File: config.mk
export PLATFORM = sky130hd
export DESIGN_NAME = uart_frame_tx
export DESIGN_NICKNAME = d
export VERILOG_FILES = /design/src/rtl/uart_frame_tx.sv
export SDC_FILE = /design/constraint.sdc
export NUM_CORES = 1
export LEC_CHECK = 0
export ABC_AREA = 1
export ABC_CLOCK_PERIOD_IN_PS = 2000
export BUFFER_PORTS_ARGS = -buffer_cell sky130_fd_sc_hd__buf_4
export CAP_MARGIN = 20
export CORE_UTILIZATION = 30
export DETAILED_ROUTE_END_ITERATION = 12
export PLACE_DENSITY_LB_ADDON = 0.2
export SYNTH_ARGS = -nofsm -noshare
export SYNTH_HDL_FRONTEND = slang
export SYNTH_SLANG_ARGS = --single-unit
File: constraint.sdc
create_clock -name clk -period 2 [get_ports clk]
set_input_delay 0.1 -clock clk [delete_from_list [all_inputs] [get_ports clk]]
set_output_delay 0.1 -clock clk [all_outputs]
set_load 0.02 [all_outputs]
File: src/rtl/uart_frame_tx.sv
// ============================================================================
// Module  : uart_frame_tx
// Brief   : UART transmitter, LSB-first 8-bit frames with start/stop bits and
//           optional parity (compile with UART_TX_PARITY_EN for 8E/8O frames).
// Revision: 1.0 - initial release
// ============================================================================
`default_nettype none

module uart_frame_tx #(
   parameter int CLKS_PER_BIT = 10416,
   parameter int STOP_BITS    = 1,
   parameter int PARITY_ODD   = 0
) (
   input  logic       clk,
   input  logic       rst,
   input  logic       tx_valid,
   input  logic [7:0] tx_data,
   output logic       tx_ready,
   output logic       tx,
   output logic       busy,
   output logic       frame_done
);

   localparam int                 c_CNT_W     = (CLKS_PER_BIT > 2) ? $clog2(CLKS_PER_BIT) : 1;
   localparam logic [c_CNT_W-1:0] c_CNT_LAST  = c_CNT_W'(CLKS_PER_BIT - 1);
   localparam logic [2:0]         c_STOP_LAST = 3'(STOP_BITS - 1);

   typedef enum logic [2:0] {
      S_IDLE   = 3'd0,
      S_START  = 3'd1,
      S_DATA   = 3'd2,
      S_STOP   = 3'd3
`ifdef UART_TX_PARITY_EN
      ,S_PARITY = 3'd4
`endif
   } state_t;

   state_t             r_state;
   state_t             w_state_nxt;
   logic [c_CNT_W-1:0] r_cnt;
   logic [c_CNT_W-1:0] w_cnt_nxt;
   logic [2:0]         r_idx;
   logic [2:0]         w_idx_nxt;
   logic [7:0]         r_shreg;
   logic [7:0]         w_shreg_nxt;
   logic               r_tx;
   logic               w_tx_nxt;
   logic               r_ready;
   logic               r_busy;
   logic               r_done;
   logic               w_done_nxt;
   logic               w_wrap;

`ifdef UART_TX_PARITY_EN
   localparam logic c_PAR_SENSE = (PARITY_ODD != 0);
   logic w_parity;
   assign w_parity = (^r_shreg) ^ c_PAR_SENSE;
`else
   // Parity sense has no meaning without a parity bit
   if (PARITY_ODD != 0) begin : g_parity_odd_ignored
   end
`endif

   assign w_wrap = (r_cnt == c_CNT_LAST);

   always_comb begin
      w_state_nxt = r_state;
      w_cnt_nxt   = (w_wrap) ? '0 : r_cnt + 1'b1;
      w_idx_nxt   = r_idx;
      w_shreg_nxt = r_shreg;
      w_done_nxt  = 1'b0;
      w_tx_nxt    = 1'b1;

      case (r_state)
         S_IDLE: begin
            w_cnt_nxt = '0;
            w_idx_nxt = '0;
            if (tx_valid) begin
               w_shreg_nxt = tx_data;
               w_state_nxt = S_START;
            end
         end
         S_START: begin
            if (w_wrap) begin
               w_state_nxt = S_DATA;
               w_idx_nxt   = '0;
            end
         end
         S_DATA: begin
            if (w_wrap) begin
               if (r_idx == 3'd7) begin
                  w_idx_nxt = '0;
`ifdef UART_TX_PARITY_EN
                  w_state_nxt = S_PARITY;
`else
                  w_state_nxt = S_STOP;
`endif
               end else begin
                  w_idx_nxt = r_idx + 3'd1;
               end
            end
         end
`ifdef UART_TX_PARITY_EN
         S_PARITY: begin
            if (w_wrap) begin
               w_state_nxt = S_STOP;
               w_idx_nxt   = '0;
            end
         end
`endif
         S_STOP: begin
            // r_idx counts stop bits here
            if (w_wrap) begin
               if (r_idx == c_STOP_LAST) begin
                  w_state_nxt = S_IDLE;
                  w_idx_nxt   = '0;
                  w_done_nxt  = 1'b1;
               end else begin
                  w_idx_nxt = r_idx + 3'd1;
               end
            end
         end
         default: begin
            w_state_nxt = S_IDLE;
            w_cnt_nxt   = '0;
            w_idx_nxt   = '0;
         end
      endcase

      // Line level is decoded from the next state so tx is a clean register
      case (w_state_nxt)
         S_START:  w_tx_nxt = 1'b0;
         S_DATA:   w_tx_nxt = w_shreg_nxt[w_idx_nxt];
`ifdef UART_TX_PARITY_EN
         S_PARITY: w_tx_nxt = w_parity;
`endif
         default:  w_tx_nxt = 1'b1;
      endcase
   end

   always_ff @(posedge clk or posedge rst) begin
      if (rst) begin
         r_state <= S_IDLE;
         r_cnt   <= '0;
         r_idx   <= '0;
         r_shreg <= '0;
         r_tx    <= 1'b1;
         r_ready <= 1'b1;
         r_busy  <= 1'b0;
         r_done  <= 1'b0;
      end else begin
         r_state <= w_state_nxt;
         r_cnt   <= w_cnt_nxt;
         r_idx   <= w_idx_nxt;
         r_shreg <= w_shreg_nxt;
         r_tx    <= w_tx_nxt;
         r_ready <= (w_state_nxt == S_IDLE);
         r_busy  <= (w_state_nxt != S_IDLE);
         r_done  <= w_done_nxt;
      end
   end

   assign tx         = r_tx;
   assign tx_ready   = r_ready;
   assign busy       = r_busy;
   assign frame_done = r_done;

endmodule

`default_nettype wire
### Word-level counts from Yosys, hierarchy flattened

Cells that the tools add are included.

* output and inout bits: 4
* register bits after elaboration: 32

* add/sub/neg operators: 2
* muxes and demuxes: 23
* reduce and logical (&&, ||, !) cells: 5
* eq/ne operators: 7
* order comparisons: 1

Operators by type and width (count)
* two-way mux 3 bit: 11
* two-way mux 14 bit: 2
* two-way mux 8 bit: 2
* adder 14 x 1 -> 14 bit (second input constant): 1
* equality test 14 bit (second input constant): 1
* case mux 3 bit (4 select lines): 1
* equality test 3 x 2 -> 1 bit (second input constant): 3
* logical NOT 3 bit: 3
* case mux 3 bit (3 select lines): 1
* equality test 3 x 1 -> 1 bit (second input constant): 2
* less-than comparator 3 x 4 -> 1 bit (second input constant): 1
* two-way mux 1 bit: 4
* adder 3 x 1 -> 3 bit (second input constant): 1
* binary-select mux 1 bit (select 3 bit): 1
* equality test 3 bit (second input constant): 1
* nonzero test 3 bit: 1
* OR reduction 3 bit: 1
* case mux 1 bit (2 select lines): 1

### Longest topological paths before layout

Gate-level depths: netlist of run 1.

* depth after elaboration: 7
* gate-level depth with buffers: 16

### Least setup slack after synthesis of run 1

No wires, ideal clock.

* path type: register to register
* start: reg r_cnt[0]
* end: reg r_tx (netlist: tx)
* data arrival time: 1.539 ns
* buffers on the path: 0
* stages on the path, launching flop included: 15
* slack: 0.381 ns
* cell sequence: dfrtp_1 -> ha_1 -> nand3_4 -> nor2_4 -> nand3b_1 -> nand2_2 -> nand3_4 -> nand2_4 -> nand2_1 -> nand3_1 -> nand2_1 -> nand2_1 -> nand2_1 -> nand2_1 -> nand2_1

* cells in the longest elaborated chain, start to end: 6
* elaborated cells on any way between the ends: 14
* those cells by class: eq/ne: 3; mux: 11

RTL lines
* start, declared: RTL line 40 `logic [c_CNT_W-1:0] r_cnt;`
* start signal, assigned: RTL line 153 `r_cnt <= w_cnt_nxt;`
* equality test 14 bit *: RTL line 64 `assign w_wrap = (r_cnt == c_CNT_LAST);`
* two-way mux 3 bit, on equally long branches: RTL line 113, 84, 90
* case mux 3 bit (3 select lines): RTL line 74 `case (r_state)`
* binary-select mux 1 bit (select 3 bit): RTL line 133 `S_DATA: w_tx_nxt = w_shreg_nxt[w_idx_nxt];`
* two-way mux 1 bit (not written as such): RTL line 133
* case mux 1 bit (2 select lines) *: RTL line 131 `case (w_state_nxt)`
* named net w_tx_nxt: RTL line 47 `logic w_tx_nxt;`
* end signal, assigned: RTL line 156 `r_tx <= w_tx_nxt;`
* end, declared: RTL line 46 `logic r_tx;`

Mark *: on every way through the listed nets, which the timed path passes. The rest lies on a longest branch. The select of a mux whose other input is x is not followed.

### Final worst setup path of run 1

Ends and elaborated chain as after synthesis.

==> results of run 1 <==
[worst max-delay path, stage by stage (launching register included)]
cell and delay [ns]:
dfrtp_1 0.36, ha_1 0.23, nand3_4 0.13, nor2_4 0.15, nand2_2 0.09, nand2_1 0.16
nand3_4 0.12, nand2_4 0.09, nand2_1 0.05, nand3_1 0.07, nand2_1 0.05, nand2_1 0.05
nand2_1 0.05, nand2_1 0.05, nand2_1 0.04
[cells in the final DEF, fill, tap and decap left out, types with 3 or more instances in the layout]
| master | count |
|---|---|
| inv_1 | 35 |
| dfrtp_1 | 30 |
| nand2_1 | 29 |
| nor2_1 | 18 |
| buf_4 | 18 |
| nand3_1 | 14 |
| o21ai_0 | 13 |
| a21oi_1 | 8 |
| or2_2 | 8 |
| nand2_2 | 5 |
| clkbuf_8 | 5 |
| nor2_2 | 4 |
| ha_1 | 4 |
| nor3_1 | 3 |
[routing by layer]
layer,GRT usage [%],up-vias,share of wire (%)
met4,5.37,0,1.2
met5,0,-,0
met1,16.9,595,51
li1,-,682,-
met3,3.41,5,3.3
met2,18.3,20,44
[area by class of cell]
| class | count | area [sq um] |
|---|---|---|
| clock inverter | 1 | 5.00 |
| sequential | 32 | 803 |
| timing repair buffer | 19 | 145 |
| multi-input combinational | 131 | 783 |
| tap | 72 | 90.1 |
| clock buffer | 6 | 72.6 |
| inverter | 37 | 139 |
| fill | 585 | 3500 |
[path summary, 6_finish.rpt]
check / start / to / slack, ns / cells after the start
max reg2reg: r_cnt[0] / tx / 0.23 / 14
max: r_cnt[0] / tx / 0.23 / 14
max in group asynchronous: rst / tx_ready / 1.21 / 4
min: tx_data[1] / r_shreg[1] / 0.09 / 3
min reg2reg: r_cnt[0] / r_cnt[0] / 0.45 / 1
min in group asynchronous: rst / r_shreg[7] / 0.46 / 4
[power by group]
| group | switching, mW | internal (mW) |
|---|---|---|
| clock network | 0.225 | 0.236 |
| registers | 0.0110 | 0.693 |
| logic | 0.101 | 0.0761 |
| total | 0.337 | 1.01 |
[through the flow]
stage,cells,util (%)
finish,298,36.8
global route,298,36.8
CTS,298,36.8
detailed placement,290,35.2
global placement,290,35.2
floorplan,201,-
[cell families after synthesis]
logic type | Yosys count
compound gates | 27
xor+xnor | 3
fa+ha+maj | 4
buf+inv | 38
flops | 32
other cells | 1
simple gates | 96
[synthesized netlist by cell type (2+ instances only)]
master and number:
inv_1 35, dfrtp_1 30, nand2_1 29, nor2_1 18
nand3_1 14, o21ai_0 13, a21oi_1 8, or2_2 8
nand2_2 5, ha_1 4, nor2_2 4, nor3_1 3
dfstp_2 2, inv_2 2, nand2_4 2, nand3_4 2
nor2_4 2, xnor2_1 2
[repair_timing]
item | CTS | global route
hold buffers | 1 | 0
hold endpoints to repair | 30 | 0
setup buffers | 0 | 0
endpoints found under the setup margin | 0 | 0
[flip-flops by register name, summed over array words and instances, names as in the netlist]
register,count
r_cnt,14
busy,1
r_state,3
frame_done,1
tx_ready,1
r_shreg,8
tx,1
r_idx,3
==> results.yml, run 1 <==
status:
  outcome: "completed"
detailed_routing:
  antenna_left: 0
  wire_per_inst_um: 10.9
  detail_route.first_pass.iterations: 4
  routed_wl_um: 3250
  initialDrtViolationCount: 62
  drc: 0
  viasPerCell: 4.37
  vias: 1302
logic_synthesis:
  synthCells: 201
  synth_area_sq_um: 1730
  synthFlopType: "dfrtp_1"
  synthSimpleGateAreaFrac_pct: 31.8
  yosys-top-cells-area: "dfrtp_1 43%, inv_1 7.6%, nand2_1 6.3%"
  synth_compound_area_share_pct: 8.83
  synth_seq_area_share_pct: 46.5
  syn_nets: 216
  yosys.area.top_type_share_pct: 43.4
  synth_xor_area_share_pct: 1.52
  synth_edf_count: 0
  syn_area_per_cell_sq_um: 8.60
  synth.area.mux_share_pct: 0
  yosysWarnings: 0
  yosysUniqueCellTypes: 36
  async_flop_share_pct: 100
  yosys.area_share.adder_pct: 2.89
  synth_top_family_by_area: "simple AND/OR/NAND/NOR gates"
  ys_ff_latch: 32
  synth_top_area_cell: "dfrtp_1"
clock_tree:
  clock_tree.htree_level_count: 2
  cts_sinks: 32
  cts_buffers: 5
  path_clk_slew_ns: 0.06
  clk_latency_ns: 0.28
  cts.path.max_buffers: 2
  cts_root_buf: "clkbuf_8"
  cts_resized: 0
  cts_tree: "built"
die:
  core-area_sq_um: 5540
  die_h_um: 77.9
  io_pins: 15
  die_w_um: 77.9
  rows: 27
  dieArea_sq_um: 6070
  start_util_pct: 31.2
power_and_ir_drop:
  power_density_nw_per_um2: 659
  finalPower_mw: 1.34
  p_leak_nw: 0.985
  peakVddDrop_mv: 0.318
global_route:
  grt_pass1_wl_um: 5820
  globalRouteTotalUtil_pct: 12.4
  grt_max_degree: 33
  grt_pass1_vias: 1279
  antenna_found_initial: 0
  grt_overflow: 0
critical_path:
  arrival_ns: 1.98
  crit_path_end_kind: "register"
  start_kind: "register"
  worst-setup-path-type: "reg -> reg"
  path_max_fanout: 5
  worstPathRequired_ns: 2.21
timing:
  final-setup-viol-count: 0
  fin_crit_sh_pct: 88.4
  grt_setup_unrepaired: "false"
  fmax_mhz: 565
  hold_viol: 0
  timing.hold.ws_ns: 0.0931
  skew_ns: 0.0103
  tns_ns: 0
  period_needed_ns: 1.77
  fin_ws_ns: 0.231
  slew_violations: 0
placed_design:
  dp_hpwl_um: 2380
  post-place-ws_ns: 0.219
  portBuffers: 14
  place_area_sq_um: 1950
  gp_congestion: 0.792
cells_and_area:
  syn_to_final_growth_pct: 17.9
  antenna_cells: 0
  drive_above_1_share_pct: 25.7
  final_area_sq_um: 2040
  nets: 241
worst_hold_path:
  hp-class: "in -> reg"
run:
  drv_cap: 0
(Power assumes the default switching activity.)
==> run 2, diff against run 1 <==
--- a/config.mk
+++ b/config.mk
@@ -12,6 +12,8 @@
 export CORE_UTILIZATION = 30
 export DETAILED_ROUTE_END_ITERATION = 12
 export PLACE_DENSITY_LB_ADDON = 0.2
+export RECOVER_POWER = 50
+export SETUP_SLACK_MARGIN = 0.4
 export SYNTH_ARGS = -nofsm -noshare
 export SYNTH_HDL_FRONTEND = slang
 export SYNTH_SLANG_ARGS = --single-unit
==> run 2 against run 1 <==
Effect of this change: die area unchanged; global-route usage up 1.1 points; critical path type unchanged; cell count up 2.3%; critical endpoint unchanged; core utilization up 1.9 points; sequential cell count unchanged; critical path depth down 2.
==> results.yml, run 2 (synthesis results as in run 1) <==
placed_design:
  gp_congestion: 0.794
  place_area_sq_um: 1960
  dp_hpwl_um: 2600
  post-place-ws_ns: 0.179
  portBuffers: 14
clock_tree:
  cts.path.max_buffers: 2
  clock_tree.htree_level_count: 2
  clk_latency_ns: 0.28
  cts_buffers: 5
  cts_tree: "built"
  cts_sinks: 32
  cts_root_buf: "clkbuf_8"
  path_clk_slew_ns: 0.07
critical_path:
  r2r_cells: 12
  slowest_stage: "dfrtp_1"
  cp_top_family: "simple AND/OR/NAND/NOR gates"
  r2r-start: "r_cnt[8]"
  reg2reg_to: "tx"
  path_max_fanout: 4
  worst-path-stages: 12
  cpMostUsedCell: "nand2_1"
  crit_path_end_kind: "register"
  start_kind: "register"
  r2r_slack_ns: 0.26
  worstPathRequired_ns: 2.21
  arrival_ns: 1.95
  cp-startpoint: "r_cnt[8]"
  critPathCapture: "tx"
  worst-setup-path-type: "reg -> reg"
  crit_path_max_incr_delay_ns: 0.42
  critical_path.cell_chain: "nor2_1 -> nand2_1 -> nor2_1 -> nand2_2 -> a22oi_2 -> inv_1 -> nand3_1 -> nand2_1 -> nand2_1 -> nand2_1 -> nand2_1 -> nand2_1"
  crit_buf_inv: 1
die:
  die_w_um: 77.9
  io_pins: 15
  rows: 27
  dieArea_sq_um: 6070
  die_h_um: 77.9
  core-area_sq_um: 5540
  start_util_pct: 31.2
power_and_ir_drop:
  peakVddDrop_mv: 0.326
  power_density_nw_per_um2: 637
  p_leak_nw: 1.03
detailed_routing:
  routed_wl_um: 3570
  detail_route.first_pass.iterations: 4
  initialDrtViolationCount: 37
  wire_per_inst_um: 11.7
  vias: 1348
  drc: 0
  antenna_left: 0
  viasPerCell: 4.42
global_route:
  grt_pass1_wl_um: 6260
  grt_max_degree: 33
  antenna_found_initial: 0
  grt_pass1_vias: 1383
  grt_overflow: 0
  globalRouteTotalUtil_pct: 13.5
timing:
  tightestPinTransition_ns: 0.856
  relSlewSlack_pct: 42.9
  fin_ws_ns: 0.256
  fmax_mhz: 573
  fin_crit_sh_pct: 87.2
  hold_viol: 0
  final-setup-viol-count: 0
  period_needed_ns: 1.74
  slew_violations: 0
  grt_setup_unrepaired: "true"
  tns_ns: 0
  skew_ns: 0.00416
cells_and_area:
  fillers: 585
  mostFrequentLayoutCells: "34 x inv_1, 30 x dfrtp_1, 26 x nand2_1"
  final_common_cell: "inv_1"
  largest_reg_flops: 14
  antenna_cells: 0
  syn_to_final_growth_pct: 23.8
  final_area_sq_um: 2140
  top_register: "r_cnt"
  drive_above_1_share_pct: 30.9
  nets: 247
  top_regs: "r_cnt: 14 flops, r_shreg: 8 flops"
worst_hold_path:
  hp-class: "in -> reg"
run:
  drv_cap: 0
status:
  outcome: "completed"
run 2: where the power goes:
group          internal (mW)  switching, mW  total (mW)
Sequential             0.694         0.0128       0.706
Clock                  0.247          0.225       0.472
Combinational         0.0803          0.105       0.186
Total                   1.02          0.343        1.36
run 2: layer usage:
layer | GRT usage, % | routed length [um] | up-vias
met5 | 0 | 0 | -
met4 | 6.48 | 97 | 0
met3 | 3.53 | 108 | 8
met2 | 21.4 | 1620 | 23
met1 | 17.1 | 1750 | 620
li1 | - | - | 697
run 2: how the worst min path moves through the flow:
stage | start | endpoint | slack (ns) | cells past startpoint
CTS | tx_data[3] | r_shreg[3] | 0.09 | 3
global placement | rst | r_shreg[5] | 0.23 | 3
detailed placement | rst | r_shreg[1] | 0.23 | 3
finish | tx_data[3] | r_shreg[3] | 0.09 | 3
floorplan | rst | busy | 0.21 | 1
global route | tx_data[3] | r_shreg[3] | 0.1 | 3
run 2: layout make-up:
class / instances / area, sq um / share of cell area [%]
multi-input combinational: 131 / 845 / 39.5
sequential: 32 / 803 / 37.5
tap: 72 / 90.1 / 4.21
clock buffer: 8 / 80.1 / 3.74
timing repair buffer: 25 / 184 / 8.59
inverter: 37 / 139 / 6.49
run 2: tightest hold or removal path: stages:
cell and delay [ns]:
buf_4 0.08, o21ai_0 0.10, inv_1 0.06
run 2: repair_timing:
action | 4_1_cts | 5_1_grt
pin swaps | 3 | 1
buffers inserted | 4 | 1
hold buffers | 1 | 0
endpoints found under the hold margin | 30 | 0
resized for setup | 8 | 6
endpoints found under the setup margin | 7 | 11
run 2: stage by stage:
step	util (%)	hold slack (ns)	total power, mW	instances
global placement	35.4	0.230	0.897	291
floorplan	-	0.215	0.835	201
detailed placement	35.4	0.228	0.899	291
CTS	38.3	0.0858	1.39	304
finish	38.6	0.0879	1.36	305
global route	38.6	0.0997	1.44	305
==> run 3, diff against run 2 <==
--- a/config.mk
+++ b/config.mk
@@ -11,8 +11,9 @@
 export CAP_MARGIN = 20
 export CORE_UTILIZATION = 30
 export DETAILED_ROUTE_END_ITERATION = 12
-export PLACE_DENSITY_LB_ADDON = 0.2
+export PLACE_DENSITY_LB_ADDON = 0.15
 export RECOVER_POWER = 50
+export REMOVE_ABC_BUFFERS = 1
 export SETUP_SLACK_MARGIN = 0.4
 export SYNTH_ARGS = -nofsm -noshare
 export SYNTH_HDL_FRONTEND = slang
==> run 3 against run 2 <==
Effect of this change: sequential cell count did not move; highest routed layer unchanged; routed wire length fell by 5.9%; combinational power is 6% lower; critical path type unchanged; cell count is 0.33% lower; register-to-register slack gained 0.04 ns; sequential power barely moved; total power up 3.9%; sequential share of layout area grew 0.088 points; critical endpoint unchanged; largest power group unchanged; non-clock buffer count did not move; hold slack worse by 0.0012 ns; count of clock-buffer cells in the layout fell by 1; via count is 2.7% lower.
==> results.yml, run 3 (synthesis results as in run 1) <==
critical_path:
  worstPathRequired_ns: 2.23
  cpMostUsedCell: "nand2_1"
  critical_path.cell_chain: "ha_4 -> nand3_4 -> nor2_4 -> nand2_2 -> nand2_2 -> nand2_4 -> nor2_8 -> nand2_4 -> nand2_1 -> nand3_1 -> nand2_1 -> nand2_1 -> nand2_1 -> nand2_1 -> nand2_1"
  arrival_ns: 1.93
  start_kind: "register"
  slowest_stage: "dfrtp_1"
  crit_path_end_kind: "register"
  path_max_fanout: 5
  crit_buf_inv: 0
  cp_top_family: "simple AND/OR/NAND/NOR gates"
  worst-setup-path-type: "reg -> reg"
  crit_path_max_incr_delay_ns: 0.39
global_route:
  grt_use_met1_pct: 16.8
  grt_overflow: 0
  grt.busiest_layer: "met2"
  grt_util_met2_pct: 18.7
  grt_pass1_wl_um: 5900
  grt_pass1_vias: 1259
  grt_max_degree: 18
  globalRouteTotalUtil_pct: 12.6
  antenna_found_initial: 0
  grt_use_met3_pct: 4.00
detailed_routing:
  drc: 0
  detail_route.first_pass.iterations: 4
  viasPerCell: 4.32
  routed_wl_um: 3360
  initialDrtViolationCount: 48
  wire_per_inst_um: 11.1
  antenna_left: 0
  vias: 1312
timing:
  final-setup-viol-count: 0
  tns_ns: 0
  grt_setup_unrepaired: "true"
  hold_viol: 0
  fin_crit_sh_pct: 85.5
  period_needed_ns: 1.71
  slew_violations: 0
  fmax_mhz: 585
  relSlewSlack_pct: 55.3
  tightestPinTransition_ns: 0.670
  skew_ns: 0.00398
placed_design:
  dp.cells: 291
  portBuffers: 14
  dp_hpwl_um: 2540
  gp_congestion: 0.810
  place_area_sq_um: 1960
clock_tree:
  cts.path.max_buffers: 2
  cts_root_buf: "clkbuf_8"
  cts_tree: "built"
  cts_buffers: 5
  cts_sinks: 32
  clock_tree.htree_level_count: 2
  path_clk_slew_ns: 0.06
  clk_latency_ns: 0.28
cells_and_area:
  multiInputGateArea_sq_um: 837
  mostFrequentLayoutCells: "34 x inv_1, 30 x dfrtp_1, 25 x nand2_1"
  top_regs: "r_cnt: 14 flops, r_shreg: 8 flops"
  drive_above_1_share_pct: 29.7
  final_area_sq_um: 2140
  fillers: 600
  antenna_cells: 0
  seq_area_sq_um: 803
  stdcell_count: 304
  nets: 247
  top_register: "r_cnt"
  largest_reg_flops: 14
  syn_to_final_growth_pct: 23.5
  fin_util_pct: 38.6
  final_common_cell: "inv_1"
run:
  drv_cap: 0
die:
  dieArea_sq_um: 6070
  die_h_um: 77.9
  rows: 27
  io_pins: 15
  core-area_sq_um: 5540
  start_util_pct: 31.2
  die_w_um: 77.9
power_and_ir_drop:
  finalPower_mw: 1.42
  peakVddDrop_mv: 0.396
  p_leak_nw: 1.00
  power_density_nw_per_um2: 664
worst_hold_path:
  hp-class: "in -> reg"
status:
  outcome: "completed"
==> run 3: cell count changes in the layout (fill, tap and decap cells not counted), moves of 2 or more <==
cell	before	now
o21ai_1	0	2
buf_4	19	17
nor2_2	6	4
clkbuf_8	5	7
==> run 3: through the flow <==
stage / hold slack, ns / worst slack, ns
after floorplan: 0.215 / 0.381
after global placement: 0.243 / 0.213
after detailed placement: 0.248 / 0.206
after CTS: 0.0833 / 0.280
after global routing: 0.113 / 0.117
final: 0.0866 / 0.291
==> run 3: layer usage <==
layer,wire length [um],share of wire [%],up-vias
met5,0,0,-
met4,62,1.8,0
met3,136,4.0,6
met2,1420,42,20
met1,1750,52,592
li1,-,-,694
==> run 3: worst register-to-register path, stage by stage (launching register included) <==
cell	delay [ns]
dfrtp_1	0.39
ha_4	0.16
nand3_4	0.12
nor2_4	0.13
nand2_2	0.10
nand2_2	0.09
nand2_4	0.06
nor2_8	0.12
nand2_4	0.08
nand2_1	0.06
nand3_1	0.07
nand2_1	0.07
nand2_1	0.05
nand2_1	0.07
nand2_1	0.05
nand2_1	0.05
==> run 3: final timing paths <==
check,from,to,slack [ns],cells past startpoint
max,r_cnt[0],tx,0.29,15
min,tx_data[4],r_shreg[4],0.09,3
max reg2reg,r_cnt[0],tx,0.29,15
min reg2reg,r_cnt[0],r_cnt[0],0.50,1
max in group asynchronous,rst,r_cnt[3],0.68,4
min in group asynchronous,rst,r_shreg[1],0.47,3
==> run 3: where the power goes <==
group	internal (mW)	leakage, nW	switching [mW]
registers	0.693	0.411	0.0115
clock network	0.306	0.0503	0.231
logic	0.0724	0.542	0.103
total	1.07	1.00	0.346
==> run 3: layout make-up <==
type	count	area share [%]
Inverter	37	6.62
Sequential cell	32	37.6
Clock buffer	7	4.51
Tap cell	72	4.22
Multi-Input combinational cell	131	39.2
Timing Repair Buffer	25	7.85
==> run 3: what timing repair did <==
| item | CTS | global route |
|---|---|---|
| pin swaps | 6 | 0 |
| hold endpoints to repair | 13 | 0 |
| buffers inserted | 3 | 2 |
| hold buffers | 1 | 0 |
| endpoints found under the setup margin | 7 | 13 |
| resized for setup | 9 | 6 |
